`src/rtl/fp_add_sequencer.sv`:
```
// fp_add_sequencer -- multi-cycle IEEE-754 adder/subtractor, one operation in flight.
//
// Operands are taken in IDLE and walked through SWAP, ALIGN, ADD, NORM, ROUND and DONE.
// Subnormal inputs and results are flushed to zero. Rounding is round-to-nearest-even.
//
// Ports
//   clk        rising-edge clock
//   rst_n      asynchronous active-low reset
//   in_valid   operand pair offered          in_ready   high only in IDLE
//   op_a/op_b  IEEE-754 operands             sub        1 = A-B, 0 = A+B
//   out_valid  result held in DONE           out_ready  consumer takes result
//   result     rounded sum                   busy       high outside IDLE
module fp_add_sequencer #(
  parameter int SIG_BITS = 23,
  parameter int EXP_BITS = 8
) (
  input  logic                         clk,
  input  logic                         rst_n,
  input  logic                         in_valid,
  output logic                         in_ready,
  input  logic [EXP_BITS+SIG_BITS:0]   op_a,
  input  logic [EXP_BITS+SIG_BITS:0]   op_b,
  input  logic                         sub,
  output logic                         out_valid,
  input  logic                         out_ready,
  output logic [EXP_BITS+SIG_BITS:0]   result,
  output logic                         busy
);

  localparam int W = 1 + EXP_BITS + SIG_BITS;
  localparam int M = SIG_BITS + 4;   // {hidden, frac, G, R, S}
  localparam logic [EXP_BITS-1:0] EXP_ONES = '1;
  localparam logic [EXP_BITS:0]   EXP_ONE  = {{EXP_BITS{1'b0}}, 1'b1};
  localparam logic [EXP_BITS-1:0] D_MAX    = EXP_BITS'(M - 1);
  localparam logic [W-1:0]        QNAN     = {1'b0, EXP_ONES, 1'b1, {(SIG_BITS-1){1'b0}}};

  typedef enum logic [2:0] {S_IDLE, S_SWAP, S_ALIGN, S_ADD, S_NORM, S_ROUND, S_DONE} state_t;

  state_t              r_state, w_state_next;
  logic [W-1:0]        r_a, r_b, r_result;
  logic                r_sub, r_sign_x, r_sign_y, r_zero;
  logic [EXP_BITS:0]   r_exp;     // extra bit absorbs the carry into the all-ones exponent
  logic [EXP_BITS-1:0] r_exp_y;
  logic [M-1:0]        r_x, r_y;
  logic [M:0]          r_sum;

  // ---------------- SWAP: classify and order operands ----------------
  logic                w_sign_a, w_sign_b, w_b_larger;
  logic [EXP_BITS-1:0] w_exp_a, w_exp_b;
  logic [SIG_BITS-1:0] w_frac_a, w_frac_b;
  logic                w_nan_a, w_nan_b, w_inf_a, w_inf_b, w_zero_a, w_zero_b, w_special;
  logic [M-1:0]        w_sig_a, w_sig_b;
  logic [W-1:0]        w_special_res;

  assign w_sign_a   = r_a[W-1];
  assign w_sign_b   = r_b[W-1] ^ r_sub;
  assign w_exp_a    = r_a[W-2:SIG_BITS];
  assign w_exp_b    = r_b[W-2:SIG_BITS];
  assign w_frac_a   = r_a[SIG_BITS-1:0];
  assign w_frac_b   = r_b[SIG_BITS-1:0];
  // Strictly greater: equal magnitudes keep A as the larger operand.
  assign w_b_larger = r_b[W-2:0] > r_a[W-2:0];

  assign w_nan_a  = (w_exp_a == EXP_ONES) && (w_frac_a != '0);
  assign w_nan_b  = (w_exp_b == EXP_ONES) && (w_frac_b != '0);
  assign w_inf_a  = (w_exp_a == EXP_ONES) && (w_frac_a == '0);
  assign w_inf_b  = (w_exp_b == EXP_ONES) && (w_frac_b == '0);
  assign w_zero_a = (w_exp_a == '0);
  assign w_zero_b = (w_exp_b == '0);
  assign w_special = w_nan_a | w_nan_b | w_inf_a | w_inf_b | (w_zero_a & w_zero_b);

  // Zero exponent flushes the fraction as well, so subnormals behave as zero.
  assign w_sig_a = w_zero_a ? '0 : {1'b1, w_frac_a, 3'b000};
  assign w_sig_b = w_zero_b ? '0 : {1'b1, w_frac_b, 3'b000};

  always_comb begin
    w_special_res = {w_sign_a & w_sign_b, {(W-1){1'b0}}};
    if (w_nan_a || w_nan_b || (w_inf_a && w_inf_b && (w_sign_a != w_sign_b)))
      w_special_res = QNAN;
    else if (w_inf_a)
      w_special_res = {w_sign_a, EXP_ONES, {SIG_BITS{1'b0}}};
    else if (w_inf_b)
      w_special_res = {w_sign_b, EXP_ONES, {SIG_BITS{1'b0}}};
  end

  // ---------------- ALIGN: sticky right shift of Y ----------------
  logic [EXP_BITS-1:0] w_d;
  logic [M-1:0]        w_mask, w_y_shr, w_y_aligned;

  assign w_d     = r_exp[EXP_BITS-1:0] - r_exp_y;
  assign w_mask  = ({{(M-1){1'b0}}, 1'b1} << w_d) - {{(M-1){1'b0}}, 1'b1};
  assign w_y_shr = r_y >> w_d;
  assign w_y_aligned = (w_d > D_MAX) ? {{(M-1){1'b0}}, |r_y}
                                     : (w_y_shr | {{(M-1){1'b0}}, |(r_y & w_mask)});

  // ---------------- ADD ----------------
  logic [M:0] w_sum;
  assign w_sum = (r_sign_x == r_sign_y) ? ({1'b0, r_x} + {1'b0, r_y})
                                        : ({1'b0, r_x} - {1'b0, r_y});

  // ---------------- NORM exit ----------------
  // Leave once the sum is zero, overflowed (one right shift), normalised, or
  // another left shift would drive the exponent to zero.
  logic w_norm_done;
  assign w_norm_done = (r_sum == '0) | r_sum[M] | r_sum[M-1] | (r_exp == EXP_ONE);

  // ---------------- ROUND ----------------
  logic                w_up;
  logic [SIG_BITS+1:0] w_mant_r;
  logic [EXP_BITS:0]   w_exp_r;
  logic [SIG_BITS-1:0] w_frac_r;
  logic [W-1:0]        w_round_res;

  assign w_up     = r_sum[2] & (r_sum[1] | r_sum[0] | r_sum[3]);
  assign w_mant_r = {1'b0, r_sum[M-1:3]} + {{(SIG_BITS+1){1'b0}}, w_up};
  assign w_exp_r  = r_exp + {{EXP_BITS{1'b0}}, w_mant_r[SIG_BITS+1]};
  assign w_frac_r = w_mant_r[SIG_BITS+1] ? w_mant_r[SIG_BITS:1] : w_mant_r[SIG_BITS-1:0];

  always_comb begin
    w_round_res = {r_sign_x, w_exp_r[EXP_BITS-1:0], w_frac_r};
    if (r_zero)
      w_round_res = '0;
    else if (w_exp_r >= {1'b0, EXP_ONES})
      w_round_res = {r_sign_x, EXP_ONES, {SIG_BITS{1'b0}}};
  end

  // ---------------- FSM ----------------
  always_ff @(posedge clk or negedge rst_n) begin
    if (!rst_n) r_state <= S_IDLE;
    else        r_state <= w_state_next;
  end

  always_comb begin
    w_state_next = r_state;
    in_ready     = 1'b0;
    out_valid    = 1'b0;
    busy         = 1'b1;
    case (r_state)
      S_IDLE: begin
        in_ready = 1'b1;
        busy     = 1'b0;
        if (in_valid) w_state_next = S_SWAP;
      end
      S_SWAP:  w_state_next = w_special ? S_DONE : S_ALIGN;
      S_ALIGN: w_state_next = S_ADD;
      S_ADD:   w_state_next = S_NORM;
      S_NORM:  if (w_norm_done) w_state_next = S_ROUND;
      S_ROUND: w_state_next = S_DONE;
      S_DONE: begin
        out_valid = 1'b1;
        if (out_ready) w_state_next = S_IDLE;
      end
      default: w_state_next = S_IDLE;
    endcase
  end

  // ---------------- Datapath ----------------
  always_ff @(posedge clk or negedge rst_n) begin
    if (!rst_n) begin
      r_a      <= '0;
      r_b      <= '0;
      r_sub    <= 1'b0;
      r_sign_x <= 1'b0;
      r_sign_y <= 1'b0;
      r_exp    <= '0;
      r_exp_y  <= '0;
      r_x      <= '0;
      r_y      <= '0;
      r_sum    <= '0;
      r_zero   <= 1'b0;
      r_result <= '0;
    end else begin
      case (r_state)
        S_IDLE: if (in_valid) begin
          r_a   <= op_a;
          r_b   <= op_b;
          r_sub <= sub;
        end
        S_SWAP: begin
          if (w_b_larger) begin
            r_sign_x <= w_sign_b;  r_sign_y <= w_sign_a;
            r_exp    <= {1'b0, w_exp_b};  r_exp_y <= w_exp_a;
            r_x      <= w_sig_b;   r_y      <= w_sig_a;
          end else begin
            r_sign_x <= w_sign_a;  r_sign_y <= w_sign_b;
            r_exp    <= {1'b0, w_exp_a};  r_exp_y <= w_exp_b;
            r_x      <= w_sig_a;   r_y      <= w_sig_b;
          end
          if (w_special) r_result <= w_special_res;
        end
        S_ALIGN: r_y <= w_y_aligned;
        S_ADD: begin
          r_sum  <= w_sum;
          r_zero <= 1'b0;
        end
        S_NORM: begin
          if (r_sum == '0) begin
            r_zero <= 1'b1;
          end else if (r_sum[M]) begin
            r_sum <= {1'b0, r_sum[M:2], r_sum[1] | r_sum[0]};
            r_exp <= r_exp + EXP_ONE;
          end else if (!r_sum[M-1]) begin
            if (r_exp == EXP_ONE) begin
              r_zero <= 1'b1;
            end else begin
              r_sum <= {r_sum[M-1:0], 1'b0};
              r_exp <= r_exp - EXP_ONE;
            end
          end
        end
        S_ROUND: r_result <= w_round_res;
        default: ;
      endcase
    end
  end

  assign result = r_result;

endmodule

```
`config.mk`:
```
export PLATFORM = sky130hd
export DESIGN_NAME = fp_add_sequencer
export DESIGN_NICKNAME = d
export VERILOG_FILES = /design/src/rtl/fp_add_sequencer.sv
export SDC_FILE = /design/constraint.sdc
export NUM_CORES = 1
export LEC_CHECK = 0
export ABC_AREA = 0
export BUFFER_PORTS_ARGS = -buffer_cell sky130_fd_sc_hd__buf_2
export CAP_MARGIN = 20
export CORE_UTILIZATION = 55
export DETAILED_ROUTE_END_ITERATION = 16
export PLACE_DENSITY = 0.74
export SETUP_SLACK_MARGIN = 0.15
export SLEW_MARGIN = 20
export SYNTH_ARGS = -nofsm -noshare
export SYNTH_HDL_FRONTEND = slang
export SYNTH_SLANG_ARGS = --single-unit
```
`constraint.sdc`:
```
create_clock -name clk -period 9.2 [get_ports clk]
set_clock_uncertainty 0.2 [all_clocks]
set_input_delay 1.84 -clock clk [delete_from_list [all_inputs] [get_ports clk]]
set_output_delay 1.84 -clock clk [all_outputs]
set_load 0.03 [all_outputs]
```
# == Word level (Yosys, flattened, before mapping) ==
# Index checks and enable logic that the tools add are counted.
# Widths: inputs -> output; s select.
# totals
regBits,202
input_bits,69
out_inout_bits,35
elab_cells,134
# op_classes
add_sub_neg,8
n_lt_le_gt_ge,3
n_eq_ne,21
shift,2
muxes,42
n_bitwise,15
n_reduce_logical,29
# op_table
cell,count
$mux 27,8
$mux 32,5
$pmux 32 s2,1
$mux 28,2
$pmux 28 s2,1
$pmux 27 s2,1
$reduce_or 27->1,2
$logic_not 23->1,2
$reduce_bool 23->1,2
$mux 9,4
$gt 31x31->1,1
$mux 31,1
$add 27x27->28,1
$logic_not 28->1,1
$sub 27x27->28,1
$and 27x27->27,1
$or 27x1->27,1
$shl 1x8->27 const A,1
$shr 27x8->27,1
$sub 27x1->27 const B,1
$add 24x1->25,1
$mux 23,1
$pmux 3 s7,1
$pmux 9 s2,1
other kinds (30),78

# == Longest topological paths before layout ==
# depth
word_depth,9
mapped_depth,21
ltp_nobuf,20

# == Least setup slack after synthesis ==
# OpenSTA, ideal clock, no wires.
# synth_path
kind,reg-to-reg
from,register r_exp[0]
to,register r_y[0]
setup_time_ns,0.140
arrival_time_ns,4.034
required_ns,8.860
path_slack_ns,4.826
path_stages_with_launch,21
path_buffers,1
period_less_slack_ns,4.374
path_cell_list,dfrtp_1 -> inv_1 -> ha_1 -> inv_1 -> fa_1 -> a21o_1 -> a21oi_1 -> xnor2_1 -> nand2_1 -> a21oi_1 -> nand2_1 -> ha_1 -> clkbuf_1 -> nand3_1 -> o21ai_0 -> a211oi_1 -> o2111ai_1 -> nor4_1 -> nand4_1 -> nor4_1 -> a31oi_1
# synth_between
elab_chain_len,8
word_cells_on_any_way,10
classes_between,add/sub (2); order compare (1); shift (2); mux (2); bitwise (2); reduce/logical (1)
# synth_rtl
element,line,text
"start, declared",42,logic [EXP_BITS:0] r_exp;
"start signal, assigned",182,"r_exp <= {1'b0, w_exp_b}; r_exp_y <= w_exp_a;"
"start signal, assigned",186,"r_exp <= {1'b0, w_exp_a}; r_exp_y <= w_exp_b;"
"start signal, assigned",201,r_exp <= r_exp + EXP_ONE;
$sub 8x8->8 *,90,assign w_d = r_exp[EXP_BITS-1:0] - r_exp_y;
$shl 1x8->27,91,"assign w_mask = ({{(M-1){1'b0}}, 1'b1} << w_d) - {{(M-1){1'b0}}, 1'b1};"
$sub 27x1->27,91,
$and 27x27->27,94,": (w_y_shr | {{(M-1){1'b0}}, |(r_y & w_mask)});"
$reduce_or 27->1,94,
$or 27x1->27,94,
$mux 27 *,93,"assign w_y_aligned = (w_d > D_MAX) ? {{(M-1){1'b0}}, |r_y}"
$pmux 27 s2 *,173,case (r_state)
"end signal, assigned",183,r_x <= w_sig_b; r_y <= w_sig_a;
"end signal, assigned",187,r_x <= w_sig_a; r_y <= w_sig_b;
"end signal, assigned",191,S_ALIGN: r_y <= w_y_aligned;
"end, declared",44,"logic [M-1:0] r_x, r_y;"
# Mark *: on every way between the ends. The rest lies on a longest branch, timed or not.
# A chain may end at the register's enable or synchronous reset.

# == Worst setup path after layout ==
# layout_path
from,register r_sum[3]
to,"register r_result[12], in the netlist result[12]"
# layout_between
elab_chain_len,8
word_cells_on_any_way,9
classes_between,add/sub (2); order compare (1); mux (4); bitwise (2)
# layout_rtl
element,line,text
"start, declared",45,logic [M:0] r_sum;
"start signal, assigned",193,r_sum <= w_sum;
"start signal, assigned",200,"r_sum <= {1'b0, r_sum[M:2], r_sum[1] | r_sum[0]};"
"start signal, assigned",206,"r_sum <= {r_sum[M-1:0], 1'b0};"
$or 1x1->1,114,assign w_up = r_sum[2] & (r_sum[1] | r_sum[0] | r_sum[3]);
$and 1x1->1,114,
$add 24x1->25 *,115,"assign w_mant_r = {1'b0, r_sum[M-1:3]} + {{(SIG_BITS+1){1'b0}}, w_up};"
$add 9x1->9,116,"assign w_exp_r = r_exp + {{EXP_BITS{1'b0}}, w_mant_r[SIG_BITS+1]};"
$ge 9x8->1,123,"else if (w_exp_r >= {1'b0, EXP_ONES})"
$mux 31 *,123,
$mux 32 *,121,if (r_zero)
$pmux 32 s2 *,173,
"end signal, assigned",189,if (w_special) r_result <= w_special_res;
"end signal, assigned",211,S_ROUND: r_result <= w_round_res;
"end, declared",40,"logic [W-1:0] r_a, r_b, r_result;"
# Marks and branches as above.

==> summary.md <==
The run finished with clean final reports. Summing the areas of all compound-gate instances in the mapped netlist gives 24.28% of the synthesized area. Kind of cell adding the most delay to the critical path: simple AND/OR/NAND/NOR gates. Of all nets on the critical path, the largest fanout is 17. The register clock-pin slew on the reported worst setup and hold paths was 0.07 ns; the wire length reported by the detailed router was 46420 µm. By area, the combinational part of the netlist is dominated by compound AO/OA/AOI/OAI gates.

The total routing resource utilization after global routing was 33.89%; the placed standard-cell area was 15580 µm². The share of synthesized area spent on multiplexers was 6.820%; the per-cell via count in the routed design was 6.626. When the netlist entered floorplanning its net count stood at 1956.

The critical path in this run is classified as flop to flop. Post-synthesis instance area: 14970 µm². The boundary pin count was 104; the die height was 167.0 µm. With fillers left out, the area of the finished cells amounts to 16150 µm². Counting the buffers created by CTS gives 17. In this run the tool buffered the top-level ports with 103 buffer cells.

The tools report the initial antenna violation count as 0. In the post-synthesis netlist, the biggest area contributors are dfrtp_1, ha_1, nand2_1, o21ai_0, a21oi_1. The logs give 30.66% for the remaining max-slew budget at the tightest pin and 199 for the total number of clock tree sinks. The growth of design area from synthesis to finish was 7.915%; the count of fill cells added during filler insertion was 2351.

After the first detailed-routing iteration, the DRC count stood at 1531. The final number of hold-violating endpoints was 0. After the last flow step, the layout net total stands at 1960. The worst setup path is launched from a flop.

Summing the areas of all fa, ha and maj instances in the mapped netlist gives 6.352% of the synthesized area. For the pin with the worst max-slew slack, the measured transition is 1.032 ns. For this run, global-route usage on met1 was measured as 45.98%. Minimum clock period: 5.214 ns. For the number of global-route vias before repair, the log shows 13603.

Dividing the detail-routed wire length by the instance count gives 21.38 µm. The clock reaches the later pin of the worst-skew pair after 0.46 ns. Detailed routing inserted a total of 14384 vias. Of all cell types, the one taking the most synthesized area is dfrtp_1. For the global-route wire length before repair, the log shows 74550 µm.

By count the netlist is led by nand2_1, dfrtp_1, o21ai_0. No sink is reached through more buffers than the 2 on the longest clock path. The area of the core is 26800 µm².

Most crowded layer after global routing: met2. Setup repair after global routing left no endpoint under its margin. The logs give 0 for the number of nets with antenna violations after detailed routing and 0 for the diode insertion count for antenna repair. The share of the synthesized area in the top cell type came out at 33.27%. On the final layout, the worst hold slack is 0.2620 ns. In this run, synthesis produced a sequential element count of 199. Number of buffer and inverter stages on the critical path: 1.

Synthesis produced 1813 cells. The commonest register cell after synthesis was dfrtp_1. Total negative setup slack: 0 ns. The count of max-cap constraint violations was 0; the synthesized area per cell was 8.257 µm². Including well taps, the total number of placed cells is 2139.

For the aggregate global routing overflow, the log shows 0. Of all flip-flops after synthesis, the portion carrying an async set or reset was 100.0%. Setup violations remaining at the end of the flow were counted as 0. The congestion estimate from routability-driven global placement came to 1.032. For this configuration, the core starts out at a cell density of 55.85%. The run gives 9.35 ns as the data required time at the worst endpoint. For the max-slew violation count, the log shows 0. The number of gates resized after CTS was 0.

The worst setup path is captured at a flop. The Yosys step of the flow raised 0 warnings. For this run, the slowest stage of the critical path takes 0.52 ns. The root buffer selected by CTS is clkbuf_16.

The signal arrival time at the worst endpoint was 5.36 ns. Synthesis instantiated 78 different standard cells from the library. The met3 track demand over resource is 6.084%. The row count was 60. TritonCTS built the clock tree. The most numerous cell type found on the critical path is nor2_1. After detailed routing, the number of remaining DRC violations is 0.

For this run, global-route usage on met2 was measured as 52.77%. Number of non-filler instances in the completed layout: 2171. Of the cells placed in the final design, the portion with a size suffix greater than 1 is 12.57%.

The signal on the critical path passes through and2_1 -> ha_1 -> nand3_1 -> nor2_1 -> nand4_1 -> nor2_1 -> and3_1 -> nand4_1 -> inv_1 -> ha_1 -> nand3_1 -> nor2_1 -> xnor2_1 -> or4_1 -> o21ai_1 -> or2_0 -> nand2b_1 -> o21ai_0 -> a21o_1. The die area was 27880 µm²; the post-CTS setup buffer count was 0. The synthesized netlist devotes 19.35% of its cell area to simple gates.

Timing would allow up to 191.8 MHz. Most frequently used cell type in the post-synthesis netlist: nand2_1. The number of enable-type register cells in the synthesized netlist came out at 0. Entering global routing, the biggest net connects 97 pins. The critical-path cell with the highest stage delay is or4_1.

The H-tree was split into 4 levels. Once detailed placement completed, the half-perimeter wirelength came to 33950 µm. Measured along the x axis, the die boundary spans 167.0 µm. Parity-gate share of the synthesized area counting xor and xnor cells: 4.572%. The final clock period utilization by the worst path came out at 56.68%. After synthesis, flip-flops and latches occupy 33.27% of the total area.

The first detailed-routing pass took 5 iterations. Buffers inserted to repair hold after CTS numbered 0. The min-delay analysis places its worst path in the category flop to flop.
layout by cell type, fill, tap and decap left out, types with 38 or more instances in the layout:
master,count
a21oi_1,128
a221o_1,48
buf_2,102
dfrtp_1,199
ha_1,71
inv_1,65
mux2_2,38
mux2i_1,39
nand2_1,229
nand3_1,46
nor2_1,128
nor3_1,38
o21ai_0,167
sequential cells by signal, summed over array words and instances (netlist names):
signal,count
r_a,32
r_b,32
r_exp,9
r_exp_y,8
r_sign_x,1
r_sign_y,1
r_state,3
r_sub,1
r_sum,28
r_x,24
r_y,27
r_zero,1
result,32
through the flow:
stage	setup slack (ns)	utilization (%)
after global routing	3.484	60.28
after detailed placement	4.102	58.15
after CTS	4.041	60.28
after floorplan	4.826	-
final	3.986	60.28
after global placement	4.218	58.15
worst register-to-register path: cells and delay by family (launching register included):
| kind | cells | cell delay [ns] |
|---|---|---|
| flip-flops | 1 | 0.47 |
| adder cells (fa/ha/maj) | 2 | 0.45 |
| AO/OA/AOI/OAI | 3 | 0.55 |
| XOR/XNOR | 1 | 0.11 |
| buffers and inverters | 1 | 0.24 |
| AND/OR/NAND/NOR | 12 | 3.08 |
final timing paths:
path                       slack, ns         end  startpoint  cells past startpoint
min in group asynchronous       1.20  result[14]       rst_n                      1
max                             3.99  result[12]    r_sum[3]                     19
min                             0.26   result[2]   result[2]                      2
max in group asynchronous       6.19     r_b[14]       rst_n                      2
max reg2reg                     3.99  result[12]    r_sum[3]                     19
min reg2reg                     0.26   result[2]   result[2]                      2
layer usage:
metal,vias to the layer above,share of wire [%]
li1,6623,-
met1,6922,42
met2,714,46
met3,125,7.7
met4,0,4.0
met5,-,0
cells by family (layout without fill, tap and decap cells):
logic type,after synthesis,count (layout)
compound gates,555,555
xor+xnor,76,76
fa+ha+maj,75,75
buf+inv,207,224
flops,199,199
mux,86,86
simple gates,615,615
area by class of cell:
type | instances | area [µm²] | area share [%]
timing repair buffer | 126 | 696.9 | 4.314
clock buffer | 19 | 442.9 | 2.742
clock inverter | 13 | 127.6 | 0.7900
inverter | 66 | 247.7 | 1.534
sequential | 199 | 4980 | 30.83
tap | 341 | 426.7 | 2.641
multi-input combinational | 1407 | 9233 | 57.15
Power is left out: the tool's default activity adds up to more than one toggle a clock period on the data nets, which glitch-free logic cannot reach.
